$ cat config.mk
export PLATFORM = sky130hd
export DESIGN_NAME = crxer_wb_ctrl
export DESIGN_NICKNAME = d
export VERILOG_FILES = /design/src/rtl/crxer_wb_ctrl_pkg.sv /design/src/rtl/crxer_wb_ctrl_rr_arb3.sv /design/src/rtl/crxer_wb_ctrl.sv
export SDC_FILE = /design/constraint.sdc
export NUM_CORES = 1
export LEC_CHECK = 0
export BUFFER_PORTS_ARGS = -buffer_cell sky130_fd_sc_hd__buf_2
export CAP_MARGIN = 20
export CORE_MARGIN = 3
export CORE_UTILIZATION = 40
export CTS_CLUSTER_SIZE = 20
export DETAILED_ROUTE_END_ITERATION = 6
export PLACE_DENSITY = 0.78
export SETUP_SLACK_MARGIN = 0.2
export SYNTH_ARGS = -nofsm -noshare
export SYNTH_HDL_FRONTEND = slang
export SYNTH_SLANG_ARGS = --single-unit
$ cat constraint.sdc
create_clock -name clk -period 2.8 [get_ports clk]
set_input_delay 0.28 -clock clk [delete_from_list [all_inputs] [get_ports clk]]
set_output_delay 0.28 -clock clk [all_outputs]
set_load 0.1 [all_outputs]
$ cat src/rtl/crxer_wb_ctrl_pkg.sv
`default_nettype none
// ============================================================================
//  Module      : crxer_wb_ctrl_pkg
//  Description : Shared widths, XER bit positions, requester IDs and helpers
//                for the CR/XER writeback controller.
//  Revision    : 1.0 - initial release
// ============================================================================
package crxer_wb_ctrl_pkg;

    localparam int XER_WIDTH  = 32;
    localparam int CR_WIDTH   = 32;
    localparam int PEND_WIDTH = 3;
    localparam int N_REQ      = 3;

    // XER status bits, big-endian numbering
    localparam int XER_SO = 0;
    localparam int XER_OV = 1;
    localparam int XER_CA = 2;

    localparam logic [PEND_WIDTH-1:0] PEND_MAX = '1;

    typedef enum logic [1:0] {
        REQ_ALU = 2'd0,
        REQ_MDU = 2'd1,
        REQ_SPR = 2'd2
    } req_id_t;

    function automatic req_id_t next_req(input req_id_t id);
        case (id)
            REQ_ALU: return REQ_MDU;
            REQ_MDU: return REQ_SPR;
            default: return REQ_ALU;
        endcase
    endfunction

    // Slot k positions after ptr in the 3-entry ring
    function automatic logic [1:0] rr_slot(input logic [1:0] ptr, input logic [1:0] k);
        logic [2:0] s;
        s = {1'b0, ptr} + {1'b0, k};
        if (s >= 3'd3) s = s - 3'd3;
        return s[1:0];
    endfunction

    // Returns {underflow, next_count}; inc and dec together cancel
    function automatic logic [PEND_WIDTH:0] pend_step(input logic [PEND_WIDTH-1:0] cnt,
                                                      input logic inc,
                                                      input logic dec);
        logic [PEND_WIDTH:0] res;
        res = {1'b0, cnt};
        if (inc && !dec) begin
            res = {1'b0, cnt + PEND_WIDTH'(1)};
        end else if (dec && !inc) begin
            if (cnt == '0) res = {1'b1, cnt};
            else           res = {1'b0, cnt - PEND_WIDTH'(1)};
        end
        return res;
    endfunction

endpackage
`default_nettype wire

$ cat src/rtl/crxer_wb_ctrl_rr_arb3.sv
`default_nettype none
// ============================================================================
//  Module      : rr_arb3
//  Description : Three-way round-robin arbiter; pointer moves past the winner.
//  Revision    : 1.0 - initial release
// ============================================================================
module rr_arb3
    import crxer_wb_ctrl_pkg::*;
(
    input  logic             clk,
    input  logic             rst,
    input  logic [N_REQ-1:0] i_req,
    output logic [N_REQ-1:0] o_gnt,
    output logic             o_gnt_any
);

    req_id_t    r_ptr;
    logic [1:0] w_slot;
    logic [1:0] w_win;

    always_comb begin
        o_gnt     = '0;
        o_gnt_any = 1'b0;
        w_slot    = 2'd0;
        w_win     = 2'd0;
        if (!rst) begin
            for (int k = 0; k < N_REQ; k++) begin
                w_slot = rr_slot(r_ptr, 2'(k));
                if (!o_gnt_any && i_req[w_slot]) begin
                    o_gnt_any = 1'b1;
                    w_win     = w_slot;
                end
            end
            if (o_gnt_any) o_gnt[w_win] = 1'b1;
        end
    end

    always_ff @(posedge clk) begin
        if (rst) begin
            r_ptr <= REQ_ALU;
        end else if (o_gnt_any) begin
            r_ptr <= next_req(req_id_t'(w_win));
        end
    end

endmodule
`default_nettype wire

$ cat src/rtl/crxer_wb_ctrl.sv
`default_nettype none
// ============================================================================
//  Module      : crxer_wb_ctrl
//  Description : CR/XER writeback arbiter with pending-write hazard tracking.
//                Optional macro CRXER_BYPASS_EN forwards commit data and
//                uses post-decrement counts for read hazards.
//  Revision    : 1.0 - initial release
// ============================================================================
module crxer_wb_ctrl
    import crxer_wb_ctrl_pkg::*;
(
    input  logic                 clk,
    input  logic                 rst,

    input  logic                 alu_vld,
    input  logic                 alu_xer_we,
    input  logic                 alu_cr_we,
    input  logic [0:XER_WIDTH-1] alu_xerwd,
    input  logic [0:CR_WIDTH-1]  alu_crwd,
    output logic                 alu_rdy,

    input  logic                 mdu_vld,
    input  logic                 mdu_xer_we,
    input  logic                 mdu_cr_we,
    input  logic [0:XER_WIDTH-1] mdu_xerwd,
    input  logic [0:CR_WIDTH-1]  mdu_crwd,
    output logic                 mdu_rdy,

    input  logic                 spr_vld,
    input  logic                 spr_xer_we,
    input  logic                 spr_cr_we,
    input  logic [0:XER_WIDTH-1] spr_xerwd,
    input  logic [0:CR_WIDTH-1]  spr_crwd,
    output logic                 spr_rdy,

    input  logic                 iss_xer_wr,
    input  logic                 iss_cr_wr,
    input  logic                 iss_xer_rd,
    input  logic                 iss_cr_rd,

    output logic [0:XER_WIDTH-1] XERrd,
    output logic [0:CR_WIDTH-1]  CRrd,
    output logic                 stall,
    output logic                 pend_err
);

    logic [0:XER_WIDTH-1]  r_xer;
    logic [0:CR_WIDTH-1]   r_cr;
    logic [PEND_WIDTH-1:0] r_xer_pend;
    logic [PEND_WIDTH-1:0] r_cr_pend;
    logic                  r_pend_err;

    logic [N_REQ-1:0]      w_req;
    logic [N_REQ-1:0]      w_gnt;
    logic                  w_gnt_any;

    logic                  w_gnt_xer_we;
    logic                  w_gnt_cr_we;
    logic [0:XER_WIDTH-1]  w_gnt_xerwd;
    logic [0:CR_WIDTH-1]   w_gnt_crwd;

    logic                  w_xer_dec;
    logic                  w_cr_dec;
    logic                  w_xer_inc;
    logic                  w_cr_inc;
    logic [PEND_WIDTH-1:0] w_xer_pend_rd;
    logic [PEND_WIDTH-1:0] w_cr_pend_rd;
    logic [PEND_WIDTH:0]   w_xer_step;
    logic [PEND_WIDTH:0]   w_cr_step;

    assign w_req = {spr_vld, mdu_vld, alu_vld};

    rr_arb3 u_arb (
        .clk       (clk),
        .rst       (rst),
        .i_req     (w_req),
        .o_gnt     (w_gnt),
        .o_gnt_any (w_gnt_any)
    );

    assign alu_rdy = w_gnt[REQ_ALU];
    assign mdu_rdy = w_gnt[REQ_MDU];
    assign spr_rdy = w_gnt[REQ_SPR];

    // Grant is one-hot, so a priority select is equivalent to an OR-mux
    always_comb begin
        w_gnt_xer_we = 1'b0;
        w_gnt_cr_we  = 1'b0;
        w_gnt_xerwd  = '0;
        w_gnt_crwd   = '0;
        if (w_gnt[REQ_ALU]) begin
            w_gnt_xer_we = alu_xer_we;
            w_gnt_cr_we  = alu_cr_we;
            w_gnt_xerwd  = alu_xerwd;
            w_gnt_crwd   = alu_crwd;
        end else if (w_gnt[REQ_MDU]) begin
            w_gnt_xer_we = mdu_xer_we;
            w_gnt_cr_we  = mdu_cr_we;
            w_gnt_xerwd  = mdu_xerwd;
            w_gnt_crwd   = mdu_crwd;
        end else if (w_gnt[REQ_SPR]) begin
            w_gnt_xer_we = spr_xer_we;
            w_gnt_cr_we  = spr_cr_we;
            w_gnt_xerwd  = spr_xerwd;
            w_gnt_crwd   = spr_crwd;
        end
    end

    assign w_xer_dec = w_gnt_any & w_gnt_xer_we;
    assign w_cr_dec  = w_gnt_any & w_gnt_cr_we;

`ifdef CRXER_BYPASS_EN
    assign XERrd = w_xer_dec ? w_gnt_xerwd : r_xer;
    assign CRrd  = w_cr_dec  ? w_gnt_crwd  : r_cr;
    assign w_xer_pend_rd = (w_xer_dec && r_xer_pend != '0) ? r_xer_pend - PEND_WIDTH'(1) : r_xer_pend;
    assign w_cr_pend_rd  = (w_cr_dec  && r_cr_pend  != '0) ? r_cr_pend  - PEND_WIDTH'(1) : r_cr_pend;
`else
    assign XERrd = r_xer;
    assign CRrd  = r_cr;
    assign w_xer_pend_rd = r_xer_pend;
    assign w_cr_pend_rd  = r_cr_pend;
`endif

    assign stall = !rst && ((iss_xer_rd && w_xer_pend_rd != '0) ||
                            (iss_cr_rd  && w_cr_pend_rd  != '0) ||
                            (iss_xer_wr && r_xer_pend == PEND_MAX) ||
                            (iss_cr_wr  && r_cr_pend  == PEND_MAX));

    // A stalled issue slot does not count as issued
    assign w_xer_inc = iss_xer_wr & ~stall;
    assign w_cr_inc  = iss_cr_wr  & ~stall;

    assign w_xer_step = pend_step(r_xer_pend, w_xer_inc, w_xer_dec);
    assign w_cr_step  = pend_step(r_cr_pend,  w_cr_inc,  w_cr_dec);

    always_ff @(posedge clk) begin
        if (rst) begin
            r_xer      <= '0;
            r_cr       <= '0;
            r_xer_pend <= '0;
            r_cr_pend  <= '0;
            r_pend_err <= 1'b0;
        end else begin
            if (w_xer_dec) r_xer <= w_gnt_xerwd;
            if (w_cr_dec)  r_cr  <= w_gnt_crwd;
            r_xer_pend <= w_xer_step[PEND_WIDTH-1:0];
            r_cr_pend  <= w_cr_step[PEND_WIDTH-1:0];
            r_pend_err <= r_pend_err | w_xer_step[PEND_WIDTH] | w_cr_step[PEND_WIDTH];
        end
    end

    assign pend_err = r_pend_err;

endmodule
`default_nettype wire
==> results of run 1 <==
-- per-layer routing --
metal | share of wire [%] | wire, microns | vias up | GRT usage (%)
li1 | - | - | 2810 | -
met5 | 0 | 0 | - | 0
met4 | 2.2 | 391 | 0 | 8.36
met3 | 8.9 | 1590 | 28 | 5.61
met2 | 49 | 8830 | 277 | 39.1
met1 | 40 | 7060 | 2659 | 27.4
-- critical path, cell delays in order (launching register included) --
cell	delay [ns]
dfxtp_2	0.36
inv_2	0.05
ha_4	0.23
maj3_2	0.30
a221o_1	0.31
or2_4	0.28
buf_12	0.14
nor3_4	0.14
buf_12	0.20
-- area by class of cell --
type | count | area (sq um) | share of cell area (%)
tap | 172 | 215 | 2.92
inverter | 17 | 63.8 | 0.865
clock buffer | 10 | 229 | 3.10
multi-input combinational | 479 | 3630 | 49.3
sequential | 73 | 1460 | 19.9
clock inverter | 6 | 91.3 | 1.24
timing repair buffer | 295 | 1680 | 22.8
-- cell families (layout without fill, tap and decap cells) --
group	count (synthesis)	count (layout)
AO/OA/AOI/OAI	164	164
flip-flops	73	73
adder cells (fa/ha/maj)	17	17
multiplexers	66	66
buffers and inverters	82	328
AND/OR/NAND/NOR	232	232
-- placed cells by master (no fill, tap or decap), types with 2 or more instances in the layout --
cell and count:
nand2b_1 4, a21oi_1 9, inv_2 2, bufinv_16 2, nor2_1 8, mux2_4 30, nor2_2 4, or2_4 2
nor3b_2 2, a311oi_1 65, buf_12 8, dfxtp_2 2, nor3_4 2, nor2_4 3, mux2_1 25, clkinv_4 2
ha_1 10, dfxtp_1 71, o22ai_1 2, mux2_2 9, buf_2 271, nand2_1 135, o21ai_0 2, ha_2 3
a311o_1 2, buf_4 14, ha_4 3, o21ai_4 2, inv_1 15, a311o_2 2, nor2b_4 2, clkbuf_16 10
a211oi_1 68, nor2b_1 66, a221oi_1 2, mux2i_1 2, a211oi_2 2
-- flip-flops by register name (all words and copies together), names as in the netlist --
signal,count
r_cr_pend,3
u_arb.r_ptr,2
XERrd,32
CRrd,32
pend_err,1
r_xer_pend,3
-- what timing repair did --
item,in CTS,in global routing
gates resized for setup,6,16
buffers inserted,0,2
gates cloned,1,1
endpoints found under the setup margin,7,11
pin swaps,1,10
-- worst max path at each step --
stage,from,to,slack (ns),cells past startpoint
final,u_arb.r_ptr[0],alu_rdy,0.18,8
after global routing,u_arb.r_ptr[0],r_cr_pend[1],0.11,10
after CTS,u_arb.r_ptr[0],r_cr_pend[2],0.18,10
after detailed placement,u_arb.r_ptr[1],r_cr_pend[2],0.13,11
after global placement,u_arb.r_ptr[1],r_cr_pend[1],0.19,11
after floorplan,u_arb.r_ptr[0],alu_rdy,0.08,7
-- stage by stage --
step	power (uW)	cells	hold WS [ns]
finish	8840	1052	0.413
global route	9260	1052	0.425
CTS	8790	1049	0.397
detailed placement	7450	1032	0.473
global placement	7400	1032	0.462
floorplan	6390	634	0.448
-- Yosys cell counts, types with 3 or more instances --
cell / number / area, sq um
nand2_1: 135 / 507
dfxtp_1: 73 / 1460
a211oi_1: 70 / 526
nor2b_1: 68 / 425
a311oi_1: 66 / 578
clkbuf_1: 47 / 176
mux2_4: 30 / 450
mux2_1: 25 / 282
inv_1: 17 / 63.8
ha_1: 16 / 200
nor2_1: 15 / 56.3
a21oi_1: 10 / 50.1
mux2_2: 9 / 101
buf_2: 8 / 40.0
buf_6: 6 / 67.6
buf_1: 4 / 15.0
nand2b_1: 4 / 25.0
o21ai_0: 4 / 20.0
a311o_1: 3 / 30.0
-- power groups by stage --
stage | sequential, uW | clock (uW) | combinational [uW]
6_report | 1630 | 1240 | 5970
5_1_grt | 1680 | 1320 | 6250
4_1_cts | 1630 | 1270 | 5880
3_5_place_dp | 1640 | 0 | 5810
3_3_place_gp | 1630 | 0 | 5760
2_1_floorplan | 4050 | 0 | 2340
==> out/metrics.csv, run 1 <==
stage,metric,value,unit
status,status,"finished, final reports clean",
floorplan,die_y,121,microns
sta,final.period_utilization,93.7,%
worst_setup_path,worstRegToRegCells,10,
synthesis,synth-simple-area-share,20.5,%
power,p_comb_share,67.5,%
global_routing,grt_usage,22.7,%
worst_setup_path,r2r_end,r_xer_pend[1],
synthesis,synth_flop_cell,dfxtp_1,
hold_path,hold_path_end,u_arb.r_ptr[1],
sta,setup_tns,0,ns
hold_path,whs_path_depth,2,
synthesis,synth.distinct_cells,37,
place,gp_congestion,0.834,
synthesis,mappedNetlistNets,857,
power,swShare,56.3,%
power,max-vdd-ir-drop,0.677,mV
place,dp_slack,0.129,ns
sta,period_needed,2.62,ns
synthesis,synth-seq-area-share,27.8,%
floorplan,core_area,12700,sq um
sta,slew_headroom,64.9,%
drt,routed_wl,17.9,mm
cts,clock_path_buffers,2,
cts,clkLatencyLatePin,0.33,ns
drt,drt_first_pass_iters,4,
cts,clk_pin_slew,0.06,ns
synthesis,async_reset_ff_share,0,%
worst_setup_path,endpoint_kind,output port,
worst_setup_path,worstReg2RegStart,u_arb.r_ptr[0],
synthesis,synthAdderAreaFrac,4.02,%
power,p_int,3870,uW
synthesis,synthMuxAreaShare,16.2,%
sta,layout_setup_ws,0.178,ns
finish,final_util,58.0,%
worst_setup_path,required,2.52,ns
hold_path,holdCritPathClass,in2reg,
floorplan,die_area,14600,sq um
synthesis,synth_top_family_by_area,compound AO/OA/AOI/OAI gates,
sta,slew_violations,0,
finish,num-fill-cells,1201,
power,power_frac_seq,18.4,%
drt,detail-route-antenna-nets,0,
synthesis,synth_compound_area_share,24.6,%
cts,cts-buffers-inserted,9,
cts,ctsHoldBuffers,0,
finish,final_layout_size_suffix_gt1_share,44.1,%
drt,drcViolationCount,0,
drt,routedWlPerCell,17.0,microns
global_routing,grt_first_pass_wirelength,27.0,mm
place,hpwlAfterDp,12.3,mm
worst_setup_path,arrival,2.34,ns
hold_path,worstHoldStart,rst,
finish,syn_to_final_growth,40.3,%
floorplan,die_w,121,microns
power,p_clk_share,14.0,%
sta,max_freq,381,MHz
run,maxCapViolCount,0,
drt,drtIter0Drc,235,
global_routing,grt_max_degree,94,
global_routing,grt_overflow,0,
sta,skew,0.00938,ns
global_routing,antenna_found_initial,0,
sta,rsz0062_at_grt,true,
power,switchingPower,4970,uW
synthesis,ys_warn_count,0,
worst_setup_path,crit_path_max_fanout,7,
place,postPlaceCellArea,6890,sq um
floorplan,start_util,41.3,%
cts,h-tree-depth,3,
drt,viasPerCell,5.49,
cts,cts_root_buffer,clkbuf_16,
finish,antenna_cells,0,
power,total_leakage_power,0.00346,uW
power,powerDensity,1200,nW/um^2
synthesis,synth_edf_count,0,
floorplan,ioPinCount,276,
synthesis,synth_xor_area_share,0,%
sta,hold_violations,0,
drt,vias,5774,
finish,num-nets-final,1098,
floorplan,num_rows,41,
cts,cts_sinks,73,
sta,worstMarginPinSlew,0.526,ns
place,numPortBuffers,275,
synthesis,synth_area_per_cell,8.29,sq um
worst_setup_path,cp-start-kind,flop,
global_routing,grt_pass1_vias,5507,
sta,setup_viol_count_final,0,
synthesis,ys_seq_elements,73,
finish,final_area,7370,sq um
synthesis,syn_area,5260,sq um
worst_setup_path,worstSetupPathType,reg2out,
cts,cts_tree,done,
synthesis,synthesis.instances,634,
worst_setup_path,reg2reg_setup_slack,0.21,ns
(Power assumes the default switching activity.)
==> run 2: changes to the inputs <==
ABC_AREA = 1   (was unset)
==> run 2 against run 1 <==
Effect of this change:
- worst hold slack lost 0.18 ns
- via count grew 14%
- highest routed layer unchanged
- sequential share of layout area shrank 0.15 points
- largest cell class unchanged
==> out/metrics.csv, run 2 <==
stage,metric,value,unit,change
global_routing,grt_usage,21.5,%,was 22.7%
sta,hold_violations,0,,unchanged
global_routing,grt_pass1_vias,5847,,was 5507
worst_setup_path,critPathMaxStageDelay,0.37,ns,was 0.36 ns
synthesis,mappedNetlistNets,1195,,was 857
synthesis,synth_xor_area_share,0,%,unchanged
sta,skew,0.00426,ns,was 0.00938 ns
sta,period_needed,2.60,ns,was 2.62 ns
place,numPortBuffers,275,,unchanged
finish,final_layout_size_suffix_gt1_share,29.7,%,was 44.1%
floorplan,ioPinCount,276,,unchanged
floorplan,die_area,15000,sq um,was 14600 sq um
worst_setup_path,reg2reg_setup_slack,0.20,ns,was 0.21 ns
worst_setup_path,worstSetupPathType,reg2reg,,was reg2out
drt,drt_first_pass_iters,5,,was 4
synthesis,synth_compound_area_share,3.56,%,was 24.6%
place,hpwlAfterDp,12.3,mm,about the same
finish,num-nets-final,1445,,was 1098
cts,h-tree-depth,3,,unchanged
hold_path,holdCritPathClass,in2reg,,unchanged
floorplan,num_rows,41,,unchanged
worst_setup_path,crit_chain,inv_2 > ha_4 > inv_4 > nand2_2 > nand3_2 > nand2_4 > nor2_4 > nand3_2 > nand2_4 > nand2_4 > inv_4 > nand2_1 > nand2_1 > nand2_2 > inv_2 > ha_4 > a21oi_4 > inv_2 > a21oi_2 > nand2_1 > o211ai_1 > inv_1,,was inv_2 > ha_4 > maj3_2 > a221o_1 > or2_4 > buf_12 > nor3_4 > buf_12
finish,syn_to_final_growth,37.4,%,was 40.3%
drt,drtIter0Drc,353,,was 235
worst_setup_path,worstReg2RegStart,u_arb.r_ptr[0],,unchanged
cts,cts_root_buffer,clkbuf_16,,unchanged
cts,cts_sinks,73,,unchanged
floorplan,core_area,12900,sq um,was 12700 sq um
synthesis,async_reset_ff_share,0,%,unchanged
synthesis,synthAdderAreaFrac,3.70,%,was 4.02%
synthesis,synthMuxAreaShare,0,%,was 16.2%
synthesis,synth_edf_count,0,,unchanged
synthesis,ys_top_cells_by_count,"377 x nand2_1, 159 x inv_1, 132 x nor2_1, 73 x dfxtp_1, 65 x nand4_1",,"was 135 x nand2_1, 73 x dfxtp_1, 70 x a211oi_1, 68 x nor2b_1, 66 x a311oi_1"
worst_setup_path,critPathSlowestCell,dfxtp_4,,was dfxtp_2
run,maxCapViolCount,0,,unchanged
hold_path,worstHoldStart,rst,,unchanged
cts,clk_pin_slew,0.06,ns,about the same
drt,viasPerCell,4.69,,was 5.49
cts,clkLatencyLatePin,0.33,ns,about the same
synthesis,synth_area_per_cell,5.57,sq um,was 8.29 sq um
finish,num-fill-cells,1289,,was 1201
global_routing,grt_overflow,0,,unchanged
sta,setup_viol_count_final,0,,unchanged
synthesis,ys_warn_count,0,,unchanged
finish,antenna_cells,0,,unchanged
worst_setup_path,endpoint_kind,flop,,was output port
hold_path,hold_path_end,u_arb.r_ptr[1],,unchanged
drt,detail-route-antenna-nets,0,,unchanged
drt,routedWlPerCell,12.6,microns,was 17.0 microns
cts,cts_tree,done,,unchanged
drt,drcViolationCount,0,,unchanged
cts,ctsHoldBuffers,0,,unchanged
worst_setup_path,arrival,2.82,ns,was 2.34 ns
drt,routed_wl,17.7,mm,was 17.9 mm
synthesis,ys_seq_elements,73,,unchanged
global_routing,antenna_found_initial,0,,unchanged
finish,layout_commonest_cell,nand2_1,,was buf_2
floorplan,die_w,122,microns,was 121 microns
status,status,"finished, final reports clean",,unchanged
worst_setup_path,cp-start-kind,flop,,unchanged
synthesis,yosys.area.top_type_share,27.0,%,was 27.8%
synthesis,syn_area,5420,sq um,was 5260 sq um
global_routing,grt_max_degree,69,,was 94
synthesis,yosysTopAreaCell,dfxtp_1,,unchanged
synthesis,synth.distinct_cells,29,,was 37
finish,final_cell_mix,"368 x nand2_1, 272 x buf_2, 151 x inv_1",,"was 271 x buf_2, 135 x nand2_1, 71 x dfxtp_1"
worst_setup_path,crit_path_max_fanout,4,,was 7
synthesis,ys_top_cells_by_area,"dfxtp_1 27%, nand2_1 26%, inv_1 11%",,"was dfxtp_1 28%, a311oi_1 11%, a211oi_1 10%"
synthesis,synth_top_family_by_area,simple AND/OR/NAND/NOR gates,,was compound AO/OA/AOI/OAI gates
worst_setup_path,r2r_end,r_cr_pend[1],,was r_xer_pend[1]
cts,clock_path_buffers,2,,unchanged
sta,max_freq,385,MHz,was 381 MHz
sta,slew_violations,0,,unchanged
floorplan,start_util,41.9,%,was 41.3%
sta,worstMarginPinSlew,0.726,ns,was 0.526 ns
worst_setup_path,required,3.02,ns,was 2.52 ns
floorplan,die_y,122,microns,was 121 microns
synthesis,synth.most_common_cell,nand2_1,,unchanged
worst_setup_path,worstRegToRegCells,22,,was 10
cts,cts-buffers-inserted,9,,unchanged
place,gp_congestion,0.830,,was 0.834
synthesis,synthesis.instances,972,,was 634
hold_path,whs_path_depth,2,,unchanged
synthesis,synth-simple-area-share,48.2,%,was 20.5%
sta,slew_headroom,51.6,%,was 64.9%
global_routing,grt_first_pass_wirelength,26.4,mm,was 27.0 mm
sta,rsz0062_at_grt,true,,unchanged
synthesis,synth-seq-area-share,27.0,%,was 27.8%
synthesis,synth_flop_cell,dfxtp_1,,unchanged
sta,final.period_utilization,92.7,%,was 93.7%
sta,setup_tns,0,ns,unchanged
drt,vias,6557,,was 5774
run 2: worst max-delay path, delay by kind of cell, from the launching register on:
family	cells	cell delay, ns
AND/OR/NAND/NOR	11	0.97
AO/OA/AOI/OAI	3	0.33
adder cells (fa/ha/maj)	2	0.44
flip-flops	1	0.37
buffers and inverters	6	0.38
run 2: layer usage:
layer	global-route usage [%]	routed length, microns	share of wire (%)
met1	25.6	7270	41
met2	37.4	8730	49
met5	0	0	0
met4	8.05	282	1.6
met3	5.35	1380	7.8
run 2: worst max path at each step:
stage,start,end,slack [ns]
2_1_floorplan,u_arb.r_ptr[1],r_cr_pend[1],0.17
3_3_place_gp,u_arb.r_ptr[1],pend_err,0.24
3_5_place_dp,u_arb.r_ptr[1],pend_err,0.16
4_1_cts,u_arb.r_ptr[0],spr_rdy,0.15
5_1_grt,r_cr_pend[0],r_cr_pend[0],0.03
6_report,u_arb.r_ptr[0],r_cr_pend[1],0.20
run 2: cell families after synthesis:
| family | count (synthesis) |
|---|---|
| buffers and inverters | 225 |
| AND/OR/NAND/NOR | 627 |
| adder cells (fa/ha/maj) | 16 |
| flip-flops | 73 |
| AO/OA/AOI/OAI | 31 |
run 2: per-stage QoR:
step / utilization (%) / cell area [sq um] / setup WS, ns / hold slack, ns / cells
after floorplan: - / 5450 / 0.172 / 0.342 / 972
after global placement: 53.2 / 6870 / 0.241 / 0.457 / 1372
after detailed placement: 53.2 / 6870 / 0.157 / 0.459 / 1372
after CTS: 55.6 / 7180 / 0.151 / 0.220 / 1389
after global routing: 57.6 / 7440 / 0.0257 / 0.243 / 1399
final: 57.6 / 7440 / 0.203 / 0.235 / 1399
run 2: area by class of cell:
| class | instances | area [sq um] | share of cell area, % |
|---|---|---|---|
| tap | 172 | 215 | 2.89 |
| timing repair buffer | 298 | 1660 | 22.3 |
| clock buffer | 13 | 260 | 3.50 |
| multi-input combinational | 674 | 3190 | 42.9 |
| clock inverter | 3 | 15.0 | 0.202 |
| sequential | 73 | 1470 | 19.7 |
| inverter | 166 | 633 | 8.51 |
run 2: repair_timing:
action | in CTS | in global routing
setup buffers | 1 | 9
setup endpoints to repair | 7 | 35
gates resized for setup | 6 | 43
pin swaps | 0 | 17
gates cloned | 0 | 1
Power of run 2 is not shown: default switching activity piles up to over one toggle a cycle in this logic, so the estimate is an artifact.
==> run 3: changes to the inputs <==
CORE_UTILIZATION = 30   (was 40)
CTS_CLUSTER_DIAMETER = 50   (was unset)
PLACE_DENSITY = 0.62   (was 0.78)
==> run 3 against run 2 <==
Effect of this change:
- first-iteration DRC count down 29%
- worst setup slack worse by 0.010 ns
- via count is 0.11% lower
- core utilization fell by 14 points
- design area is 1.2% higher
- register-to-register slack improved by 0.03 ns
- die area is 32% higher
- non-clock buffer count shrank 1
- sequential share of layout area shrank 0.24 points
- count of clock-buffer cells in the layout fell by 3
- critical path depth fell by 9
==> out/metrics.csv, run 3 (synthesis gave the netlist of run 2 again) <==
stage,metric,value,unit,change
global_routing,grt_first_pass_wirelength,29.2,mm,was 26.4 mm
worst_setup_path,worstSetupPathType,reg2out,,was reg2reg
sta,hold_violations,0,,unchanged
floorplan,ioPinCount,276,,unchanged
finish,final_layout_size_suffix_gt1_share,29.5,%,was 29.7%
floorplan,start_util,31.0,%,was 41.9%
drt,viasPerCell,4.51,,was 4.69
place,hpwlAfterDp,13.3,mm,was 12.3 mm
cts,cts-buffers-inserted,9,,unchanged
worst_setup_path,critPathTopFamily,buffers and inverters,,was simple AND/OR/NAND/NOR gates
drt,top_layer,met4,,unchanged
floorplan,die_area,19700,sq um,was 15000 sq um
cts,cts_root_buffer,clkbuf_16,,unchanged
global_routing,grt_pass1_vias,5955,,was 5847
worst_setup_path,crit_chain,inv_4 > ha_4 > inv_4 > nand2_1 > nand3_2 > nand2_2 > nor2_4 > nand3_2 > nand2_2 > nand2_2 > inv_2 > buf_12 > buf_12,,was inv_2 > ha_4 > inv_4 > nand2_2 > nand3_2 > nand2_4 > nor2_4 > nand3_2 > nand2_4 > nand2_4 > inv_4 > nand2_1 > nand2_1 > nand2_2 > inv_2 > ha_4 > a21oi_4 > inv_2 > a21oi_2 > nand2_1 > o211ai_1 > inv_1
finish,num-fill-cells,1955,,was 1289
global_routing,grt_overflow,0,,unchanged
drt,drtIter0Drc,252,,was 353
cts,clock_path_buffers,2,,unchanged
drt,routed_wl,18.8,mm,was 17.7 mm
sta,slew_headroom,51.2,%,was 51.6%
floorplan,num_rows,48,,was 41
floorplan,die_w,140,microns,was 122 microns
sta,rsz0062_at_grt,true,,unchanged
sta,worstMarginPinSlew,0.732,ns,was 0.726 ns
worst_setup_path,crit_path_max_fanout,65,,was 4
sta,max_freq,384,MHz,was 385 MHz
sta,period_needed,2.61,ns,was 2.60 ns
drt,met1_length,7.95,mm,was 7.27 mm
sta,skew,0.00839,ns,was 0.00426 ns
drt,detail-route-antenna-nets,0,,unchanged
drt,vias,6550,,was 6557
worst_setup_path,path_common_cell,nand2_2,,
finish,num-nets-final,1444,,was 1445
drt,routedWlPerCell,13.0,microns,was 12.6 microns
worst_setup_path,critPathSlowestCell,dfxtp_4,,unchanged
global_routing,antenna_found_initial,0,,unchanged
worst_setup_path,critPathMaxStageDelay,0.36,ns,was 0.37 ns
cts,h-tree-depth,3,,unchanged
worst_setup_path,worst-path-buf-inv,5,,was 6
floorplan,core_area,17500,sq um,was 12900 sq um
place,gp_congestion,0.851,,was 0.830
finish,syn_to_final_growth,39.1,%,was 37.4%
drt,wl_met2,9.24,mm,was 8.73 mm
status,status,"finished, final reports clean",,unchanged
drt,drcViolationCount,0,,unchanged
cts,clk_pin_slew,0.06,ns,about the same
sta,setup_viol_count_final,0,,unchanged
sta,setup_tns,0,ns,unchanged
worst_setup_path,arrival,2.33,ns,was 2.82 ns
run,maxCapViolCount,0,,unchanged
cts,cts_sinks,73,,unchanged
worst_setup_path,cp-start-kind,flop,,unchanged
hold_path,holdCritPathClass,in2reg,,unchanged
drt,wl_met3,1.39,mm,was 1.38 mm
global_routing,grt_max_degree,70,,was 69
cts,clkLatencyLatePin,0.33,ns,about the same
place,numPortBuffers,275,,unchanged
worst_setup_path,endpoint_kind,output port,,was flop
global_routing,grt_usage,18.0,%,was 21.5%
worst_setup_path,required,2.52,ns,was 3.02 ns
sta,final.period_utilization,93.1,%,was 92.7%
cts,ctsHoldBuffers,0,,unchanged
finish,layout_commonest_cell,nand2_1,,unchanged
finish,antenna_cells,0,,unchanged
drt,drt_first_pass_iters,6,,was 5
cts,cts_tree,done,,unchanged
finish,final_cell_mix,"370 x nand2_1, 272 x buf_2, 153 x inv_1",,"was 368 x nand2_1, 272 x buf_2, 151 x inv_1"
floorplan,die_y,140,microns,was 122 microns
sta,slew_violations,0,,unchanged
==> run 3: layout make-up <==
class                      instances  area (sq um)  share of cell area [%]
inverter                         166           631                    8.37
multi-input combinational        674          3160                    42.0
clock inverter                     6           105                    1.40
clock buffer                      10           239                    3.17
sequential                        73          1470                    19.5
tap                              225           282                    3.74
timing repair buffer             297          1650                    21.9
==> run 3: final timing paths <==
path	start	endpoint	slack [ns]	cells past startpoint
min	rst	r_cr_pend[2]	0.24	2
min reg2reg	pend_err	pend_err	0.48	2
max reg2reg	u_arb.r_ptr[0]	r_xer_pend[1]	0.23	19
max	u_arb.r_ptr[0]	spr_rdy	0.19	13
==> run 3: worst register-to-register path: cells and delay by family (launching register included) <==
kind | cells | cell delay (ns)
buffers and inverters | 4 | 0.24
and+or+nand+nor | 9 | 0.85
DFF | 1 | 0.36
AOI/OAI and AO/OA | 4 | 0.56
adders and majority gates | 2 | 0.47
==> run 3: per-layer routing <==
layer | vias up | GRT usage [%]
met2 | 204 | 31.1
met3 | 19 | 4.10
li1 | 3451 | -
met5 | - | 0
met1 | 2876 | 22.4
met4 | 0 | 5.30
==> run 3: what timing repair did <==
item / 4_1_cts / 5_1_grt
resized for setup: 4 / 32
pin swaps: 3 / 12
endpoints found under the setup margin: 5 / 71
buffers inserted: 4 / 5
gates cloned: 1 / 0
==> run 3: through the flow <==
step                instance area, sq um  setup WS (ns)  std cells  hold WS (ns)  util (%)
global route                        7530         0.0273       1451         0.228      43.1
detailed placement                  6940          0.169       1425         0.471      39.7
finish                              7530          0.193       1451         0.244      43.1
floorplan                           5450          0.172        972         0.342         -
global placement                    6940          0.248       1425         0.464      39.7
CTS                                 7360          0.218       1446         0.222      42.1
Power of run 3 is left out for the same reason.
